==> config.mk <==
export PLATFORM = sky130hd
export DESIGN_NAME = context_window_ctrl_flat
export DESIGN_NICKNAME = d
export VERILOG_FILES = /design/src/rtl/context_window_ctrl_if.sv /design/src/rtl/context_window_ctrl.sv /design/src/flat_wrapper.sv
export SDC_FILE = /design/constraint.sdc
export NUM_CORES = 1
export LEC_CHECK = 0
export ABC_AREA = 0
export CAP_MARGIN = 40
export CORE_MARGIN = 2
export CORE_UTILIZATION = 47
export CTS_CLUSTER_SIZE = 14
export DETAILED_ROUTE_END_ITERATION = 10
export PLACE_DENSITY_LB_ADDON = 0.3
export SLEW_MARGIN = 10
export SYNTH_ARGS = -nofsm -noshare
export SYNTH_HDL_FRONTEND = slang
export SYNTH_SLANG_ARGS = --single-unit
==> constraint.sdc <==
create_clock -name clk -period 7.2 [get_ports clk]
set_clock_uncertainty 0.2 [all_clocks]
set_input_delay 0.72 -clock clk [delete_from_list [all_inputs] [get_ports clk]]
set_output_delay 0.72 -clock clk [all_outputs]
set_load 0.01 [all_outputs]
==> src/rtl/context_window_ctrl_if.sv <==
// Centre-tap timing stream into context_window_ctrl plus the measured timing,
// coordinate and qualification outputs it returns to the KLT datapath.
interface context_window_ctrl_if;
  logic        de_in;
  logic        h_sync_in;
  logic        v_sync_in;
  logic [10:0] h_size;
  logic [10:0] active_w;
  logic [10:0] active_h;
  logic [10:0] x;
  logic [10:0] y;
  logic        window_valid;
  logic        frame_start;
  logic        locked;
  logic [7:0]  relock_cnt;

  modport master (
    output de_in, h_sync_in, v_sync_in,
    input  h_size, active_w, active_h, x, y, window_valid, frame_start, locked, relock_cnt
  );

  modport slave (
    input  de_in, h_sync_in, v_sync_in,
    output h_size, active_w, active_h, x, y, window_valid, frame_start, locked, relock_cnt
  );
endinterface

==> src/rtl/context_window_ctrl.sv <==
// Timing controller for the 3x3 context window: measures line/frame geometry, locks on it
// and qualifies interior pixels. Define CONTEXT_LOCK_CONFIRM_EN to require two matching good frames before lock.
module context_window_ctrl #(
  parameter int H_MAX    = 2047,
  parameter int V_MAX    = 2047,
  parameter int MIN_LINE = 16
) (
  input  logic                  clk,
  input  logic                  rst,
  context_window_ctrl_if.slave  bus
);

  localparam logic [10:0] H_MAX_C    = 11'(H_MAX);
  localparam logic [10:0] V_MAX_C    = 11'(V_MAX);
  localparam logic [10:0] MIN_LINE_C = 11'(MIN_LINE);

`ifdef CONTEXT_LOCK_CONFIRM_EN
  typedef enum logic [1:0] {IDLE, MEASURE, MEASURE_CONFIRM, LOCKED} state_e;
`else
  typedef enum logic [1:0] {IDLE, MEASURE, LOCKED} state_e;
`endif

  state_e      state_q, state_d;
  logic        de_p_q, hs_p_q, vs_p_q;
  logic [10:0] per_cnt_q, per_cnt_d, per_ref_q, per_ref_d;
  logic        per_ok_q, per_ok_d, hs_seen_q, hs_seen_d;
  logic [10:0] w_cnt_q, w_cnt_d, w_ref_q, w_ref_d;
  logic        w_ok_q, w_ok_d;
  logic [10:0] l_cnt_q, l_cnt_d;
  logic        incons_q, incons_d;
  logic [10:0] h_size_q, h_size_d, active_w_q, active_w_d, active_h_q, active_h_d;
  logic [10:0] x_q, x_d, y_q, y_d;
  logic        window_valid_q, window_valid_d, frame_start_q, frame_start_d;
  logic        locked_q, locked_d;
  logic [7:0]  relock_q, relock_d;
`ifdef CONTEXT_LOCK_CONFIRM_EN
  logic [10:0] cand_per_q, cand_per_d, cand_w_q, cand_w_d, cand_h_q, cand_h_d;
`endif

  logic de_rise, de_fall, hs_rise, vs_rise, frame_good, same_vals;

  function automatic logic [10:0] sat_inc(input logic [10:0] v, input logic [10:0] max);
    return (v >= max) ? max : v + 11'd1;
  endfunction

  assign de_rise = bus.de_in & ~de_p_q;
  assign de_fall = ~bus.de_in & de_p_q;
  assign hs_rise = bus.h_sync_in & ~hs_p_q;
  assign vs_rise = bus.v_sync_in & ~vs_p_q;

  // A line still open at frame end (de_p_q high) is never counted, so the frame is rejected.
  assign frame_good = !incons_q && !de_p_q && per_ok_q && (per_ref_q >= MIN_LINE_C) &&
                      w_ok_q && (w_ref_q >= 11'd3) && (l_cnt_q >= 11'd3);
  assign same_vals  = (per_ref_q == h_size_q) && (w_ref_q == active_w_q) && (l_cnt_q == active_h_q);

  // Per-frame geometry measurement.
  always_comb begin
    // NOTE: every signal gets a default before any branch, so no path can infer a latch.
    per_cnt_d = per_cnt_q;
    per_ref_d = per_ref_q;
    per_ok_d  = per_ok_q;
    hs_seen_d = hs_seen_q;
    w_cnt_d   = w_cnt_q;
    w_ref_d   = w_ref_q;
    w_ok_d    = w_ok_q;
    l_cnt_d   = l_cnt_q;
    incons_d  = incons_q;
    if (vs_rise || state_q == IDLE) begin
      // New frame: an h_sync edge coinciding with v_sync opens its first line.
      per_cnt_d = hs_rise ? 11'd1 : 11'd0;
      hs_seen_d = hs_rise;
      per_ref_d = '0;
      per_ok_d  = 1'b0;
      w_cnt_d   = bus.de_in ? 11'd1 : 11'd0;
      w_ref_d   = '0;
      w_ok_d    = 1'b0;
      l_cnt_d   = '0;
      incons_d  = 1'b0;
    end else begin
      if (hs_rise) begin
        per_cnt_d = 11'd1;
        hs_seen_d = 1'b1;
        if (hs_seen_q) begin
          if (!per_ok_q) begin
            per_ref_d = per_cnt_q;
            per_ok_d  = 1'b1;
          end else if (per_cnt_q != per_ref_q) begin
            incons_d = 1'b1;
          end
        end
      end else begin
        per_cnt_d = sat_inc(per_cnt_q, H_MAX_C);
        if (per_cnt_d == H_MAX_C) incons_d = 1'b1;
      end
      if (bus.de_in) begin
        w_cnt_d = de_rise ? 11'd1 : sat_inc(w_cnt_q, H_MAX_C);
        if (w_cnt_d == H_MAX_C) incons_d = 1'b1;
      end
      if (de_fall) begin
        l_cnt_d = sat_inc(l_cnt_q, V_MAX_C);
        if (l_cnt_d == V_MAX_C) incons_d = 1'b1;
        if (!w_ok_q) begin
          w_ref_d = w_cnt_q;
          w_ok_d  = 1'b1;
        end else if (w_cnt_q != w_ref_q) begin
          incons_d = 1'b1;
        end
      end
    end
  end

  // Lock FSM and registered outputs.
  always_comb begin
    state_d    = state_q;
    locked_d   = locked_q;
    relock_d   = relock_q;
    h_size_d   = h_size_q;
    active_w_d = active_w_q;
    active_h_d = active_h_q;
`ifdef CONTEXT_LOCK_CONFIRM_EN
    cand_per_d = cand_per_q;
    cand_w_d   = cand_w_q;
    cand_h_d   = cand_h_q;
`endif
    case (state_q)
      IDLE: if (vs_rise) state_d = MEASURE;
      MEASURE: if (vs_rise && frame_good) begin
`ifdef CONTEXT_LOCK_CONFIRM_EN
        state_d    = MEASURE_CONFIRM;
        cand_per_d = per_ref_q;
        cand_w_d   = w_ref_q;
        cand_h_d   = l_cnt_q;
`else
        state_d    = LOCKED;
        locked_d   = 1'b1;
        h_size_d   = per_ref_q;
        active_w_d = w_ref_q;
        active_h_d = l_cnt_q;
`endif
      end
`ifdef CONTEXT_LOCK_CONFIRM_EN
      MEASURE_CONFIRM: if (vs_rise) begin
        if (frame_good && per_ref_q == cand_per_q && w_ref_q == cand_w_q && l_cnt_q == cand_h_q) begin
          state_d    = LOCKED;
          locked_d   = 1'b1;
          h_size_d   = per_ref_q;
          active_w_d = w_ref_q;
          active_h_d = l_cnt_q;
        end else begin
          state_d = MEASURE;
        end
      end
`endif
      LOCKED: if (vs_rise && !(frame_good && same_vals)) begin
        state_d  = MEASURE;
        locked_d = 1'b0;
        relock_d = (relock_q == 8'hFF) ? relock_q : relock_q + 8'd1;
      end
      default: state_d = IDLE;
    endcase

    x_d = x_q;
    if (de_rise)        x_d = '0;
    else if (bus.de_in) x_d = sat_inc(x_q, H_MAX_C);
    y_d = y_q;
    if (vs_rise)        y_d = '0;
    else if (de_fall)   y_d = sat_inc(y_q, V_MAX_C);
    frame_start_d  = vs_rise;
    window_valid_d = locked_q && bus.de_in && (x_d != 11'd0) && (x_d <= active_w_q - 11'd2) &&
                     (y_d != 11'd0) && (y_d <= active_h_q - 11'd2);
  end

  always_ff @(posedge clk) begin
    if (!rst) begin
      state_q        <= IDLE;
      de_p_q         <= 1'b0;
      hs_p_q         <= 1'b0;
      vs_p_q         <= 1'b0;
      per_cnt_q      <= '0;
      per_ref_q      <= '0;
      per_ok_q       <= 1'b0;
      hs_seen_q      <= 1'b0;
      w_cnt_q        <= '0;
      w_ref_q        <= '0;
      w_ok_q         <= 1'b0;
      l_cnt_q        <= '0;
      incons_q       <= 1'b0;
      h_size_q       <= '0;
      active_w_q     <= '0;
      active_h_q     <= '0;
      x_q            <= '0;
      y_q            <= '0;
      window_valid_q <= 1'b0;
      frame_start_q  <= 1'b0;
      locked_q       <= 1'b0;
      relock_q       <= '0;
`ifdef CONTEXT_LOCK_CONFIRM_EN
      cand_per_q     <= '0;
      cand_w_q       <= '0;
      cand_h_q       <= '0;
`endif
    end else begin
      // NOTE: non-blocking updates so every flop samples pre-edge values regardless of order.
      state_q        <= state_d;
      de_p_q         <= bus.de_in;
      hs_p_q         <= bus.h_sync_in;
      vs_p_q         <= bus.v_sync_in;
      per_cnt_q      <= per_cnt_d;
      per_ref_q      <= per_ref_d;
      per_ok_q       <= per_ok_d;
      hs_seen_q      <= hs_seen_d;
      w_cnt_q        <= w_cnt_d;
      w_ref_q        <= w_ref_d;
      w_ok_q         <= w_ok_d;
      l_cnt_q        <= l_cnt_d;
      incons_q       <= incons_d;
      h_size_q       <= h_size_d;
      active_w_q     <= active_w_d;
      active_h_q     <= active_h_d;
      x_q            <= x_d;
      y_q            <= y_d;
      window_valid_q <= window_valid_d;
      frame_start_q  <= frame_start_d;
      locked_q       <= locked_d;
      relock_q       <= relock_d;
`ifdef CONTEXT_LOCK_CONFIRM_EN
      cand_per_q     <= cand_per_d;
      cand_w_q       <= cand_w_d;
      cand_h_q       <= cand_h_d;
`endif
    end
  end

  assign bus.h_size       = h_size_q;
  assign bus.active_w     = active_w_q;
  assign bus.active_h     = active_h_q;
  assign bus.x            = x_q;
  assign bus.y            = y_q;
  assign bus.window_valid = window_valid_q;
  assign bus.frame_start  = frame_start_q;
  assign bus.locked       = locked_q;
  assign bus.relock_cnt   = relock_q;

endmodule

==> src/flat_wrapper.sv <==
// flat-port wrapper written by rule: the top's interface ports become plain ports
module context_window_ctrl_flat 
#(
  parameter int H_MAX    = 2047,
  parameter int V_MAX    = 2047,
  parameter int MIN_LINE = 16
)
  (clk, rst, bus_de_in, bus_h_sync_in, bus_v_sync_in, bus_h_size, bus_active_w, bus_active_h, bus_x, bus_y, bus_window_valid, bus_frame_start, bus_locked, bus_relock_cnt);
  context_window_ctrl_if bus_i ();
  input  logic clk;
  input  logic rst;
  input wire logic [$bits(bus_i.de_in)-1:0] bus_de_in;
  input wire logic [$bits(bus_i.h_sync_in)-1:0] bus_h_sync_in;
  input wire logic [$bits(bus_i.v_sync_in)-1:0] bus_v_sync_in;
  output wire logic [$bits(bus_i.h_size)-1:0] bus_h_size;
  output wire logic [$bits(bus_i.active_w)-1:0] bus_active_w;
  output wire logic [$bits(bus_i.active_h)-1:0] bus_active_h;
  output wire logic [$bits(bus_i.x)-1:0] bus_x;
  output wire logic [$bits(bus_i.y)-1:0] bus_y;
  output wire logic [$bits(bus_i.window_valid)-1:0] bus_window_valid;
  output wire logic [$bits(bus_i.frame_start)-1:0] bus_frame_start;
  output wire logic [$bits(bus_i.locked)-1:0] bus_locked;
  output wire logic [$bits(bus_i.relock_cnt)-1:0] bus_relock_cnt;
  assign bus_i.de_in = bus_de_in;
  assign bus_i.h_sync_in = bus_h_sync_in;
  assign bus_i.v_sync_in = bus_v_sync_in;
  assign bus_h_size = bus_i.h_size;
  assign bus_active_w = bus_i.active_w;
  assign bus_active_h = bus_i.active_h;
  assign bus_x = bus_i.x;
  assign bus_y = bus_i.y;
  assign bus_window_valid = bus_i.window_valid;
  assign bus_frame_start = bus_i.frame_start;
  assign bus_locked = bus_i.locked;
  assign bus_relock_cnt = bus_i.relock_cnt;
  context_window_ctrl #(.H_MAX(H_MAX), .V_MAX(V_MAX), .MIN_LINE(MIN_LINE)) u_core (.clk(clk), .rst(rst), .bus(bus_i));
endmodule
==> flow_summary.json <==
{
  "status": "completed",
  "r2r_slack_ps": 3630,
  "cts_hold_buf": 0,
  "tightest_slew_ps": 811.8,
  "die_w_um": 130.0,
  "p_int_mw": 1.323,
  "num_antenna_cells": 0,
  "dpl.hpwl_um": 13780,
  "fmaxAchievable_ghz": 0.2562,
  "core-area_um2": 15710,
  "whs_path_depth": 1,
  "num_io_pins": 71,
  "ys.warnings.count": 0,
  "ys_seq_area_frac": 0.3490,
  "rr_worst_depth": 13,
  "grt_pass1_vias": 6298,
  "layout_min_cycle_time_ps": 3903,
  "netlist_area_um2": 7457,
  "drc": 0,
  "die_area_um2": 16890,
  "p_clk_frac": 0.539,
  "fin_ws_ps": 3297,
  "r2r_end": "u_core.bus.window_valid",
  "drive_gt1_frac": 0.04921,
  "dp_slack_ps": 2813,
  "slew_headroom": 0.4531,
  "clk_latency_ps": 420,
  "fin_crit_sh": 0.5421,
  "critPathBufInv": 1,
  "startpoint_type": "input pin",
  "antenna_found_initial": 0,
  "clk_pin_slew_ps": 60,
  "worstPathArrival_ps": 4070,
  "root_buffer": "clkbuf_16",
  "rows": 46,
  "synth_edf_count": 0,
  "worstHoldStart": "u_core.vs_p_q",
  "finalHoldViolCount": 0,
  "crit_family": "simple AND/OR/NAND/NOR gates",
  "grt_max_degree": 59,
  "drtIter0Drc": 402,
  "fill_cells": 1477,
  "crit_fanout": 21,
  "cts_tree": "built",
  "fin_hold_ws_ps": 234.8,
  "ant_nets": 0,
  "swShare": 0.2165,
  "min_path_type": "register to register",
  "cpPeakStageDelay_ps": 940,
  "cpMaxStageDelayCell": "clkdlybuf4s50_1",
  "pwr-share-comb": 0.029,
  "hold_path_end": "u_core.bus.frame_start",
  "path_depth": 9,
  "synth_cells": 965,
  "die_h_um": 130.0,
  "area_growth_pct": 18.39,
  "h-tree-depth": 4,
  "io_buffers": 70,
  "cts_buffers": 17,
  "rsz0062_at_grt": "false",
  "postSynthAreaPerCell_um2": 7.728,
  "fin_cells": 1232,
  "critPathKind": "input pin to register",
  "clk_path_buf_depth": 2,
  "final_common_cell": "nand2_1",
  "syn_nets": 1000,
  "power_density_nw_per_um2": 191.3,
  "synth_cell_type_count": 60,
  "wl_per_cell_um": 15.74,
  "cp.required_ps": 7360,
  "grt_usage": 0.2349,
  "gp_congestion": 0.8739,
  "ir_worst_vdd_mv": 0.1897,
  "wl_um": 19390,
  "grt_pass1_wl_um": 31570,
  "numPlacedInstances": 1200,
  "start_util": 0.4746,
  "final_cell_mix": "156 x nand2_1, 130 x dfxtp_1, 105 x a21oi_1, 78 x nor2_1",
  "power_mw": 1.689,
  "nets": 1038,
  "dr_total_vias": 7040,
  "end_kind": "register",
  "path_cells": "clkdlybuf4s50_1, nor2b_1, nor2_1, ha_1, a211oi_1, o21ai_0, o31ai_1, o31a_1, and3_1",
  "ys_ff_latch": 130,
  "synth_async_sr_flop_share": 0,
  "p_sw_mw": 0.3657,
  "seqPwrFrac": 0.432,
  "worstReg2RegStart": "u_core.bus.x[1]",
  "drv_cap": 0,
  "cts_resized": 0,
  "grt_overflow_total": 0,
  "p_leak_nw": 3.425,
  "post-cts-setup-buffers": 0,
  "clkSinkCount": 130,
  "slew_violations": 0,
  "finalSetupViolations": 0,
  "ys.flop_type": "dfxtp_1",
  "via_per_inst": 5.714,
  "dr.pass1.iters": 5,
  "setup_tns_ps": 0
}
==> power groups by stage <==
stage / Sequential, mW / Clock [mW] / Combinational (mW)
2_1_floorplan: 0.742 / 0 / 0.0348
3_3_place_gp: 0.745 / 0 / 0.0470
3_5_place_dp: 0.745 / 0 / 0.0478
4_1_cts: 0.729 / 0.923 / 0.0480
5_1_grt: 0.730 / 0.959 / 0.0531
6_report: 0.730 / 0.911 / 0.0482
==> layout make-up <==
cell class	instances	area, um^2	share of cell area
multi-input combinational	760	4516	0.5115
clock inverter	14	187.7	0.02126
inverter	18	67.56	0.007653
tap	216	270.3	0.03061
clock buffer	18	439.2	0.04974
timing repair buffer	76	745.7	0.08447
sequential	130	2603	0.2948
==> layer usage <==
metal  part of all wire  wire length [um]  track usage  vias up
met1               0.45              8823       0.3113     3305
met2               0.47              9107       0.3819      234
met5                  0                 0            0        -
li1                   -                 -            -     3458
met3              0.053              1035      0.04428       43
met4              0.022               427      0.08792        0
==> synthesized netlist by cell type (10+ instances only) <==
cell | n | area, um^2
a211oi_1 | 10 | 75.07
inv_1 | 18 | 67.56
nor3_1 | 27 | 135.1
clkbuf_1 | 37 | 138.9
nor2_1 | 78 | 292.8
dfxtp_1 | 130 | 2603
nand4_1 | 16 | 100.1
xor2_1 | 70 | 613.1
nor2b_1 | 14 | 87.58
o21ai_0 | 52 | 260.3
ha_1 | 30 | 375.4
a21oi_1 | 105 | 525.5
buf_2 | 10 | 50.05
nand3_1 | 32 | 160.2
nand2_1 | 156 | 585.6
nand2b_1 | 13 | 81.33
and3_1 | 12 | 75.07
nor4_1 | 25 | 156.4
and2_1 | 20 | 125.1
xnor2_1 | 18 | 157.7
==> registers in the layout, summed over array words and instances, names as in the netlist <==
| signal | count |
|---|---|
| u_core.bus.h_size | 11 |
| u_core.bus.relock_cnt | 8 |
| u_core.per_cnt_q | 11 |
| u_core.hs_p_q | 1 |
| u_core.de_p_q | 1 |
| u_core.bus.active_w | 11 |
| u_core.bus.frame_start | 1 |
| u_core.incons_q | 1 |
| u_core.w_ok_q | 1 |
| u_core.per_ok_q | 1 |
| u_core.bus.x | 11 |
| u_core.bus.window_valid | 1 |
| u_core.vs_p_q | 1 |
| u_core.per_ref_q | 11 |
| u_core.l_cnt_q | 11 |
| u_core.hs_seen_q | 1 |
| u_core.state_q | 2 |
| u_core.w_ref_q | 11 |
| u_core.bus.active_h | 11 |
| u_core.bus.locked | 1 |
| u_core.w_cnt_q | 11 |
| u_core.bus.y | 11 |
==> stage by stage <==
stage,util,cell area (um^2)
after global placement,0.5215,8194
after global routing,0.5619,8828
final,0.5619,8828
after detailed placement,0.5220,8202
after CTS,0.5619,8828
after floorplan,-,7457
==> logic make-up after synthesis <==
| family | after synthesis | synth area share |
|---|---|---|
| DFF | 130 | 0.3490 |
| AOI/OAI and AO/OA | 212 | 0.1646 |
| buffers and inverters | 75 | 0.04547 |
| adders and majority gates | 30 | 0.05034 |
| xor gates and xnor gates | 88 | 0.1034 |
| and+or+nand+nor | 424 | 0.2792 |
| muxes | 6 | 0.008054 |
==> worst max-delay path by stage <==
stage                           start                 endpoint  slack, ps
2_1_floorplan  u_core.bus.active_w[3]  u_core.bus.window_valid       4220
3_3_place_gp                bus_de_in  u_core.bus.window_valid       2730
3_5_place_dp                bus_de_in  u_core.bus.window_valid       2810
4_1_cts                     bus_de_in  u_core.bus.window_valid       3250
5_1_grt                     bus_de_in  u_core.bus.window_valid       3050
6_report                    bus_de_in  u_core.bus.window_valid       3300
Power figures use the tool's default switching activity.
